### src/rtl/monitor_link_if.sv
// Bundles the command, LOAD/DUMP data and UART byte-port signals of monitor_link_master.
// The master modport is the initiator's view; the slave modport is the view of its environment.
interface monitor_link_if;
    logic        cmd_valid;
    logic        cmd_ready;
    logic [1:0]  cmd_op;
    logic [15:0] cmd_addr;
    logic [5:0]  cmd_len;
    logic        wr_valid;
    logic        wr_ready;
    logic [7:0]  wr_data;
    logic        rd_valid;
    logic [7:0]  rd_data;
    logic [7:0]  tx_byte;
    logic        transmit;
    logic        is_transmitting;
    logic        received;
    logic [7:0]  rx_byte;
    logic        busy;
    logic        done;
    logic [1:0]  err;

    modport master (
        input  cmd_valid, cmd_op, cmd_addr, cmd_len,
        input  wr_valid, wr_data,
        input  is_transmitting, received, rx_byte,
        output cmd_ready, wr_ready, rd_valid, rd_data,
        output tx_byte, transmit, busy, done, err
    );

    modport slave (
        output cmd_valid, cmd_op, cmd_addr, cmd_len,
        output wr_valid, wr_data,
        output is_transmitting, received, rx_byte,
        input  cmd_ready, wr_ready, rd_valid, rd_data,
        input  tx_byte, transmit, busy, done, err
    );
endinterface

### src/rtl/monitor_link_master.sv
// Host-side initiator for the serial monitor protocol: frames LOAD/DUMP/EXEC commands into UART bytes.
// Define ECHO_CHECK_EN to compare every echo against the sent byte (mismatch -> err=1).
module monitor_link_master #(
    parameter int unsigned TIMEOUT_CYCLES = 36000,
    parameter int unsigned TIMEOUT_W      = 16
) (
    input  logic           clk,
    input  logic           rst_n,
    monitor_link_if.master bus
);

    localparam logic [1:0] OP_BAD  = 2'd0;
    localparam logic [1:0] OP_LOAD = 2'd1;
    localparam logic [1:0] OP_DUMP = 2'd2;
    localparam logic [1:0] OP_EXEC = 2'd3;

    localparam logic [1:0] ERR_OK      = 2'd0;
    localparam logic [1:0] ERR_ECHO    = 2'd1;
    localparam logic [1:0] ERR_TIMEOUT = 2'd2;
    localparam logic [1:0] ERR_BAD_OP  = 2'd3;

    localparam logic [TIMEOUT_W-1:0] TMR_RELOAD = TIMEOUT_W'(TIMEOUT_CYCLES);

    typedef enum logic [2:0] {
        IDLE,
        HDR_TX,
        HDR_ECHO,
        DATA_REQ,
        DATA_TX,
        DATA_ECHO,
        DUMP_RX,
        FINISH
    } state_e;

    state_e                state_q, state_d;
    logic [15:0]           addr_q, addr_d;
    logic [1:0]            op_q, op_d;
    logic [5:0]            len_q, len_d;
    logic [1:0]            hdr_idx_q, hdr_idx_d;
    logic                  pad_q, pad_d;
    logic [7:0]            wr_byte_q, wr_byte_d;
    logic [7:0]            tx_byte_q, tx_byte_d;
    logic                  transmit_q, transmit_d;
    logic                  wr_ready_q, wr_ready_d;
    logic                  rd_valid_q, rd_valid_d;
    logic [7:0]            rd_data_q, rd_data_d;
    logic [1:0]            err_q, err_d;
    logic [TIMEOUT_W-1:0]  tmr_q, tmr_d;

    logic [7:0]            hdr_byte;
    logic                  echo_bad;

    always_comb begin
        case (hdr_idx_q)
            2'd0:    hdr_byte = addr_q[15:8];
            2'd1:    hdr_byte = addr_q[7:0];
            default: hdr_byte = {op_q, len_q};
        endcase
    end

`ifdef ECHO_CHECK_EN
    assign echo_bad = (bus.rx_byte != tx_byte_q);
`else
    assign echo_bad = 1'b0;
`endif

    always_comb begin
        // NOTE: every variable gets its hold/idle value first so no path through the case infers a latch.
        state_d    = state_q;
        addr_d     = addr_q;
        op_d       = op_q;
        len_d      = len_q;
        hdr_idx_d  = hdr_idx_q;
        pad_d      = pad_q;
        wr_byte_d  = wr_byte_q;
        tx_byte_d  = tx_byte_q;
        err_d      = err_q;
        rd_data_d  = rd_data_q;
        transmit_d = 1'b0;
        wr_ready_d = 1'b0;
        rd_valid_d = 1'b0;
        tmr_d      = (tmr_q != '0) ? tmr_q - TIMEOUT_W'(1) : '0;

        case (state_q)
            IDLE: begin
                if (bus.cmd_valid) begin
                    addr_d    = bus.cmd_addr;
                    op_d      = bus.cmd_op;
                    len_d     = (bus.cmd_op == OP_EXEC) ? 6'd0 : bus.cmd_len;
                    hdr_idx_d = 2'd0;
                    pad_d     = 1'b0;
                    err_d     = (bus.cmd_op == OP_BAD) ? ERR_BAD_OP : ERR_OK;
                    state_d   = (bus.cmd_op == OP_BAD) ? FINISH : HDR_TX;
                end
            end
            HDR_TX: begin
                if (!bus.is_transmitting) begin
                    transmit_d = 1'b1;
                    tx_byte_d  = hdr_byte;
                    tmr_d      = TMR_RELOAD;
                    state_d    = HDR_ECHO;
                end
            end
            HDR_ECHO: begin
                // A byte arriving in the expiry cycle still counts as the echo.
                if (bus.received) begin
                    tmr_d = TMR_RELOAD;
                    if (echo_bad) begin
                        err_d   = ERR_ECHO;
                        state_d = FINISH;
                    end else if (hdr_idx_q != 2'd2) begin
                        hdr_idx_d = hdr_idx_q + 2'd1;
                        state_d   = HDR_TX;
                    end else begin
                        case (op_q)
                            OP_LOAD: begin
                                if (len_q == 6'd0) begin
                                    wr_byte_d = 8'h00;
                                    pad_d     = 1'b1;
                                    state_d   = DATA_TX;
                                end else begin
                                    state_d = DATA_REQ;
                                end
                            end
                            OP_DUMP: state_d = (len_q == 6'd0) ? FINISH : DUMP_RX;
                            default: state_d = FINISH;
                        endcase
                    end
                end else if (tmr_q == '0) begin
                    err_d   = ERR_TIMEOUT;
                    state_d = FINISH;
                end
            end
            DATA_REQ: begin
                if (bus.wr_valid) begin
                    wr_ready_d = 1'b1;
                    wr_byte_d  = bus.wr_data;
                    state_d    = DATA_TX;
                end
            end
            DATA_TX: begin
                // The zero-length pad byte is never echoed, so the command ends with its pulse.
                if (!bus.is_transmitting) begin
                    transmit_d = 1'b1;
                    tx_byte_d  = wr_byte_q;
                    tmr_d      = TMR_RELOAD;
                    state_d    = pad_q ? FINISH : DATA_ECHO;
                end
            end
            DATA_ECHO: begin
                if (bus.received) begin
                    tmr_d = TMR_RELOAD;
                    if (echo_bad) begin
                        err_d   = ERR_ECHO;
                        state_d = FINISH;
                    end else begin
                        len_d   = len_q - 6'd1;
                        state_d = (len_q == 6'd1) ? FINISH : DATA_REQ;
                    end
                end else if (tmr_q == '0) begin
                    err_d   = ERR_TIMEOUT;
                    state_d = FINISH;
                end
            end
            DUMP_RX: begin
                if (bus.received) begin
                    tmr_d      = TMR_RELOAD;
                    rd_valid_d = 1'b1;
                    rd_data_d  = bus.rx_byte;
                    len_d      = len_q - 6'd1;
                    state_d    = (len_q == 6'd1) ? FINISH : DUMP_RX;
                end else if (tmr_q == '0) begin
                    err_d   = ERR_TIMEOUT;
                    state_d = FINISH;
                end
            end
            FINISH:  state_d = IDLE;
            default: state_d = IDLE;
        endcase
    end

    // NOTE: state registers use non-blocking assignments so all of them update together on the edge.
    always_ff @(posedge clk or negedge rst_n) begin
        if (!rst_n) begin
            state_q    <= IDLE;
            addr_q     <= '0;
            op_q       <= '0;
            len_q      <= '0;
            hdr_idx_q  <= '0;
            pad_q      <= 1'b0;
            wr_byte_q  <= '0;
            tx_byte_q  <= '0;
            transmit_q <= 1'b0;
            wr_ready_q <= 1'b0;
            rd_valid_q <= 1'b0;
            rd_data_q  <= '0;
            err_q      <= ERR_OK;
            tmr_q      <= '0;
        end else begin
            state_q    <= state_d;
            addr_q     <= addr_d;
            op_q       <= op_d;
            len_q      <= len_d;
            hdr_idx_q  <= hdr_idx_d;
            pad_q      <= pad_d;
            wr_byte_q  <= wr_byte_d;
            tx_byte_q  <= tx_byte_d;
            transmit_q <= transmit_d;
            wr_ready_q <= wr_ready_d;
            rd_valid_q <= rd_valid_d;
            rd_data_q  <= rd_data_d;
            err_q      <= err_d;
            tmr_q      <= tmr_d;
        end
    end

    assign bus.cmd_ready = (state_q == IDLE);
    assign bus.busy      = (state_q != IDLE);
    assign bus.done      = (state_q == FINISH);
    assign bus.err       = err_q;
    assign bus.tx_byte   = tx_byte_q;
    assign bus.transmit  = transmit_q;
    assign bus.wr_ready  = wr_ready_q;
    assign bus.rd_valid  = rd_valid_q;
    assign bus.rd_data   = rd_data_q;

endmodule

### src/flat_wrapper.sv
// flat-port wrapper written by rule: the top's interface ports become plain ports
module monitor_link_master_flat 
#(
    parameter int unsigned TIMEOUT_CYCLES = 36000,
    parameter int unsigned TIMEOUT_W      = 16
)
  (clk, rst_n, bus_cmd_valid, bus_cmd_op, bus_cmd_addr, bus_cmd_len, bus_wr_valid, bus_wr_data, bus_is_transmitting, bus_received, bus_rx_byte, bus_cmd_ready, bus_wr_ready, bus_rd_valid, bus_rd_data, bus_tx_byte, bus_transmit, bus_busy, bus_done, bus_err);
  monitor_link_if bus_i ();
  input  logic clk;
  input  logic rst_n;
  input wire logic [$bits(bus_i.cmd_valid)-1:0] bus_cmd_valid;
  input wire logic [$bits(bus_i.cmd_op)-1:0] bus_cmd_op;
  input wire logic [$bits(bus_i.cmd_addr)-1:0] bus_cmd_addr;
  input wire logic [$bits(bus_i.cmd_len)-1:0] bus_cmd_len;
  input wire logic [$bits(bus_i.wr_valid)-1:0] bus_wr_valid;
  input wire logic [$bits(bus_i.wr_data)-1:0] bus_wr_data;
  input wire logic [$bits(bus_i.is_transmitting)-1:0] bus_is_transmitting;
  input wire logic [$bits(bus_i.received)-1:0] bus_received;
  input wire logic [$bits(bus_i.rx_byte)-1:0] bus_rx_byte;
  output wire logic [$bits(bus_i.cmd_ready)-1:0] bus_cmd_ready;
  output wire logic [$bits(bus_i.wr_ready)-1:0] bus_wr_ready;
  output wire logic [$bits(bus_i.rd_valid)-1:0] bus_rd_valid;
  output wire logic [$bits(bus_i.rd_data)-1:0] bus_rd_data;
  output wire logic [$bits(bus_i.tx_byte)-1:0] bus_tx_byte;
  output wire logic [$bits(bus_i.transmit)-1:0] bus_transmit;
  output wire logic [$bits(bus_i.busy)-1:0] bus_busy;
  output wire logic [$bits(bus_i.done)-1:0] bus_done;
  output wire logic [$bits(bus_i.err)-1:0] bus_err;
  assign bus_i.cmd_valid = bus_cmd_valid;
  assign bus_i.cmd_op = bus_cmd_op;
  assign bus_i.cmd_addr = bus_cmd_addr;
  assign bus_i.cmd_len = bus_cmd_len;
  assign bus_i.wr_valid = bus_wr_valid;
  assign bus_i.wr_data = bus_wr_data;
  assign bus_i.is_transmitting = bus_is_transmitting;
  assign bus_i.received = bus_received;
  assign bus_i.rx_byte = bus_rx_byte;
  assign bus_cmd_ready = bus_i.cmd_ready;
  assign bus_wr_ready = bus_i.wr_ready;
  assign bus_rd_valid = bus_i.rd_valid;
  assign bus_rd_data = bus_i.rd_data;
  assign bus_tx_byte = bus_i.tx_byte;
  assign bus_transmit = bus_i.transmit;
  assign bus_busy = bus_i.busy;
  assign bus_done = bus_i.done;
  assign bus_err = bus_i.err;
  monitor_link_master #(.TIMEOUT_CYCLES(TIMEOUT_CYCLES), .TIMEOUT_W(TIMEOUT_W)) u_core (.clk(clk), .rst_n(rst_n), .bus(bus_i));
endmodule
### config.mk
export PLATFORM = sky130hd
export DESIGN_NAME = monitor_link_master_flat
export DESIGN_NICKNAME = d
export VERILOG_FILES = /design/src/rtl/monitor_link_if.sv /design/src/rtl/monitor_link_master.sv /design/src/flat_wrapper.sv
export SDC_FILE = /design/constraint.sdc
export NUM_CORES = 1
export LEC_CHECK = 0
export BUFFER_PORTS_ARGS = -buffer_cell sky130_fd_sc_hd__clkbuf_2
export CORE_MARGIN = 1.5
export CORE_UTILIZATION = 50
export DETAILED_ROUTE_END_ITERATION = 16
export PLACE_DENSITY = 0.84
export SLEW_MARGIN = 10
export SYNTH_ARGS = -nofsm -noshare
export SYNTH_HDL_FRONTEND = slang
export SYNTH_SLANG_ARGS = --single-unit
### constraint.sdc
create_clock -name clk -period 1.75 [get_ports clk]
set_input_delay 0.2625 -clock clk [delete_from_list [all_inputs] [get_ports clk]]
set_output_delay 0.2625 -clock clk [all_outputs]
set_load 0.05 [all_outputs]
* Word-level counts from Yosys, hierarchy flattened
Index checks and enable logic that the tools add are counted.
** Word-level totals
- Bits in registers :: 75
- Logic and storage cells :: 122
** Cells by class
- Add/sub/neg operators :: 3
- Eq/ne operators :: 25
- Mux-type cells :: 56
- Reductions and logical operators :: 24
** Operator list (count)
- 8-bit two-way mux :: 7
- 16-bit two-way mux :: 3
- 8-bit one-hot mux with 2 select lines :: 3
- 3-bit two-way mux :: 12
- 16-bit one-hot mux with 2 select lines :: 1
- 3-bit one-hot mux with 8 select lines :: 1
- 6-bit two-way mux :: 3
- 2-bit != test, second input constant :: 9
- 16-bit logical NOT :: 1
- 2-bit two-way mux :: 8
- 16-bit nonzero test :: 1
- 16-bit by 1-bit subtractor with 16-bit output, second input constant :: 1
- 1-bit two-way mux :: 13
- 3-bit == test, second input constant :: 4
- 6-bit one-hot mux with 2 select lines :: 1
- 4-bit AND reduction :: 3
- 6-bit AND reduction :: 2
- 2-bit nonzero test :: 5
- 2-bit by 1-bit != test with 1-bit output, second input constant :: 4
- 2-bit one-hot mux with 2 select lines :: 2
- 3-bit by 2-bit == test with 1-bit output, second input constant :: 2
- 6-bit by 1-bit == test with 1-bit output, second input constant :: 1
- 6-bit logical NOT :: 1
- 3-bit one-hot mux with 2 select lines :: 1
- 13 further kinds :: 19

* Longest topological paths before layout
- Depth after elaboration :: 6
- Depth in mapped cells :: 8
- Gate-level depth less buffers :: 7

* Worst setup path after synthesis
Ideal clock, no wire load.
- Path type :: register to register
- Start point :: reg u_core.state_q[1]
- End point :: reg u_core.addr_q[10]
- Setup time :: 0.117 ns
- Arrival time :: 2.604 ns
- Data required time :: 1.633 ns
- Setup slack :: -0.971 ns
- Stages on the path, launching flop included :: 7
- Path buffers :: 2
- Period minus slack after synthesis :: 2.721 ns
- Cells stage by stage :: dfrtp_1 buf_2 nor3_1 nand2_1 clkbuf_1 nand2_1 nand2_1
** On the way
- Word-level cells in the longest chain between the ends :: 2
** RTL lines
- start: declaration :: line monitor_link_master.sv:35 : state_e state_q, state_d;
- start signal: assignment :: line monitor_link_master.sv:200 : state_q <= state_d;
- 3-bit logical NOT
- via bus_cmd_ready :: line flat_wrapper.sv:20 : output wire logic [$bits(bus_i.cmd_ready)-1:0] bus_cmd_ready;
- 2-bit AND reduction (no source line)
- end signal: assignment :: line monitor_link_master.sv:201 : addr_q <= addr_d;
- end: declaration :: line monitor_link_master.sv:36 : logic [15:0] addr_q, addr_d;
The timed path passes the listed nets, and every way through them passes these cells.
A chain may end at the register's enable or synchronous reset.

* Worst setup path after layout
- Start point :: reg u_core.tmr_q[0]
- End point :: reg u_core.state_q[0]
** On the way
- Word-level cells in the longest chain between the ends :: 4
** RTL lines
- start: declaration :: line monitor_link_master.sv:48 : logic [TIMEOUT_W-1:0] tmr_q, tmr_d;
- start signal: assignment :: line monitor_link_master.sv:213 : tmr_q <= tmr_d;
- 16-bit logical NOT (*) :: line monitor_link_master.sv:129, monitor_link_master.sv:160, monitor_link_master.sv:172
- 3-bit two-way mux (*)
- 3-bit two-way mux (on tied branches)
- 3-bit one-hot mux with 8 select lines (*)
Every way passes the cells marked *; elsewhere a longest branch is shown, timed or not.

==> impl_metrics.env <==
export IMPL_status="finished, violations left"
export IMPL_failed_checks="negative setup slack"
export IMPL_min_from="bus_cmd_addr[0]"
export IMPL_yosysTopAreaCellShare_pct=49.6
export IMPL_rrSetupSlack_ps=-140
export IMPL_layout_drive_gt1_share_pct=40.0
export IMPL_synth_mux_area_share_pct=2.65
export IMPL_hpwl_mm=7.23
export IMPL_syn_to_final_growth_pct=38.4
export IMPL_cp_max_fo=6
export IMPL_place_ws_ps=-109
export IMPL_drv_slew=0
export IMPL_port_buffer_count=69
export IMPL_synth_simple_area_share_pct=22.3
export IMPL_hold_violations=0
export IMPL_synth_fp_nets=454
export IMPL_synth_commonest_cells="nand2_1, dfrtp_1, nor2_1"
export IMPL_reg2reg_to="u_core.state_q[0]$_DFFE_PN0P_"
export IMPL_path_class="reg -> reg"
export IMPL_period_needed_ps=1890
export IMPL_cts_root_buf="clkbuf_8"
export IMPL_critPathLaunchType="register"
export IMPL_firstDrtPassIters=6
export IMPL_grt_util_all_layers_pct=26.1
export IMPL_peakVddDrop_v=0.00104
export IMPL_postPlaceCellArea_sq_um=4680
export IMPL_cts_max_path_buffers=2
export IMPL_synth_largest_area_cell="dfrtp_1"
export IMPL_maxSlewHeadroom_pct=69.7
export IMPL_setup_slack_ps=-145
export IMPL_ys_types=61
export IMPL_row_count=31
export IMPL_vias_per_cell=5.49
export IMPL_yosys_area_share_adder_pct=2.65
export IMPL_hold_class="in -> reg"
export IMPL_period_share_pct=108
export IMPL_ys_seq_area_share_pct=49.6
export IMPL_cts_htree_levels=3
export IMPL_fin_area_sq_um=5230
export IMPL_synthTopCellsByArea="dfrtp_1, nand2_1, o21ai_0"
export IMPL_fp_dieW_um=90.0
export IMPL_syn_avg_cell_area_sq_um=9.45
export IMPL_path_clk_slew_ps=80
export IMPL_cellPowerDensity_nw_per_um2=1880
export IMPL_fmax_mhz=528
export IMPL_drt_iter0_drc=169
export IMPL_reg2reg_depth=8
export IMPL_ys_ff_latch=75
export IMPL_synthXorXnorAreaFrac_pct=2.08
export IMPL_setup_viol=14
export IMPL_wirelength_mm=10.2
export IMPL_wire_per_inst_um=16.1
export IMPL_tightest_slew_ps=452
export IMPL_finalNetCount=586
export IMPL_hold_depth=3
export IMPL_dieArea_sq_um=8090
export IMPL_rsz0062_at_grt="yes"
export IMPL_arrival_ps=2130
export IMPL_fin_skew_ps=9.47
export IMPL_cp_required_ps=1990
export IMPL_place_congestion=0.889
export IMPL_clock_latency_ps=360
export IMPL_maxCapViolations=0
export IMPL_synth_top_family_by_area="simple AND/OR/NAND/NOR gates"
export IMPL_tns_ps=-1030
export IMPL_hold_end="u_core.addr_q[0]$_DFFE_PN0P_"
export IMPL_fp_dieH_um=90.0
export IMPL_core_area_sq_um=7290
export IMPL_synth_edf_count=0
export IMPL_start_util_pct=51.9
export IMPL_grt_remaining_overflow=0
export IMPL_clock_sinks=75
export IMPL_cts_made_buffers=9
export IMPL_grt_pass1_wl_mm=16.8
export IMPL_grt_max_degree=35
export IMPL_num_vias=3492
export IMPL_netlist_area_sq_um=3780
export IMPL_r2r_start="u_core.tmr_q[0]$_DFF_PN0_"
export IMPL_drc=0
export IMPL_antenna_found_initial=0
export IMPL_io_pins=70
export IMPL_p_leak_uw=0.00252
export IMPL_ys_flop_type="dfrtp_1"
export IMPL_drtAntennaViolNets=0
export IMPL_synth_compound_area_share_pct=17.2
export IMPL_yosysWarnings=0
export IMPL_yosys_cell_count_top_type="nand2_1"
export IMPL_antenna_cells=0
export IMPL_synth_cells=400
export IMPL_grt_pass1_vias=3572
export IMPL_end_kind="register"
export IMPL_postSynth_asyncResetShare_pct=100
export IMPL_cts_tree="yes"
## area by class of cell
class,instances,area [sq um]
fill,545,2060
clock inverter,5,108
clock buffer,11,151
multi-input combinational,293,1980
sequential,75,1880
timing repair buffer,136,920
tap,99,124
inverter,17,63.8
## state kept, by name (all words and copies together) (netlist names), 2 cells and up
register,count
u_core.bus.tx_byte,8
u_core.addr_q,16
u_core.hdr_idx_q,2
u_core.tmr_q,16
u_core.bus.err,2
u_core.bus.rd_data,8
u_core.len_q,6
u_core.state_q,3
u_core.wr_byte_q,8
u_core.op_q,2
## logic make-up (layout without fill, tap and decap cells)
group	after synthesis	after routing
buffers and inverters	33	169
AND/OR/NAND/NOR	168	169
flip-flops	75	75
multiplexers	9	9
XOR/XNOR	9	9
AO/OA/AOI/OAI	98	98
adder cells (fa/ha/maj)	8	8
## critical path, stage by stage (launching register included)
cell and delay [ps]:
dfrtp_1 420, inv_1 80, ha_2 170, nor4b_4 290, nand4b_4 170, nor3b_4 220, buf_6 150, nor3_2 40
a2111oi_2 220
## stage by stage
| step | hold slack [ps] | total power, uW | utilization [%] | cells |
|---|---|---|---|---|
| floorplan | -33.1 | 5900 | - | 400 |
| global placement | 236 | 7380 | 64.1 | 607 |
| detailed placement | 242 | 7550 | 64.1 | 607 |
| CTS | 78.1 | 9450 | 69.3 | 630 |
| global route | 81.6 | 10400 | 71.7 | 636 |
| finish | 89.6 | 9830 | 71.7 | 636 |
## metal layers
metal / GRT usage [%] / vias to the layer above / share of wire, %
met5: 0 / - / 0
met4: 9.79 / 0 / 2.9
met3: 7.11 / 34 / 5.1
met2: 44.2 / 117 / 52
met1: 31.9 / 1679 / 40
li1: - / 1662 / -
## how the worst max path moves through the flow
stage	slack, ps	end	start	depth (start not counted)
2_1_floorplan	-60	u_core.bus.err[0]$_DFFE_PN0P_	u_core.tmr_q[0]$_DFF_PN0_	7
3_3_place_gp	-50	u_core.tmr_q[12]$_DFF_PN0_	u_core.tmr_q[0]$_DFF_PN0_	7
3_5_place_dp	-110	u_core.tmr_q[12]$_DFF_PN0_	u_core.tmr_q[1]$_DFF_PN0_	7
4_1_cts	-110	u_core.state_q[0]$_DFFE_PN0P_	u_core.tmr_q[0]$_DFF_PN0_	8
5_1_grt	-210	u_core.bus.err[0]$_DFFE_PN0P_	u_core.tmr_q[0]$_DFF_PN0_	8
6_report	-140	u_core.state_q[0]$_DFFE_PN0P_	u_core.tmr_q[0]$_DFF_PN0_	8
## cell usage in the layout, fill, tap and decap left out, types with 2 or more instances in the layout
cell	netlist	routed
a22o_1	13	13
a32o_1	2	2
a22oi_1	11	11
dfrtp_2	0	4
bufinv_16	0	3
buf_4	0	60
xor2_1	3	3
nor4_4	1	2
nor2_2	0	2
nand2_1	81	78
clkbuf_8	0	11
clkbuf_2	0	65
buf_12	0	2
a21oi_2	0	4
buf_6	0	7
nor3_1	10	6
inv_2	0	4
nor2_4	0	5
nand2_2	2	4
nand3_1	9	8
o21ai_0	27	26
ha_1	8	5
dfrtp_1	75	71
nor2_1	33	26
or3_4	0	2
mux2_2	8	8
xnor2_1	6	5
a21oi_1	26	22
nor2b_1	3	2
and2_1	2	2
ha_4	0	2
o21a_1	2	2
inv_1	17	13
nor3b_4	1	2
nor4_2	1	2
nor3_2	1	4
nand2b_1	4	4
nand2_4	0	2
## power by group
group / switching [uW] / leakage, uW / internal, uW
combinational: 3070 / 0.00146 / 2140
sequential: 512 / 0.000933 / 2410
clock: 662 / 0.000130 / 1030
total: 4250 / 0.00252 / 5580
## what timing repair did
item	4_1_cts	5_1_grt
hold buffers	1	0
pin swaps	5	13
gates cloned	0	1
hold endpoints to repair	31	0
setup endpoints to repair	29	42
buffers inserted	6	7
resized for setup	19	38
Note: power is estimated with default switching activity, not from simulation.
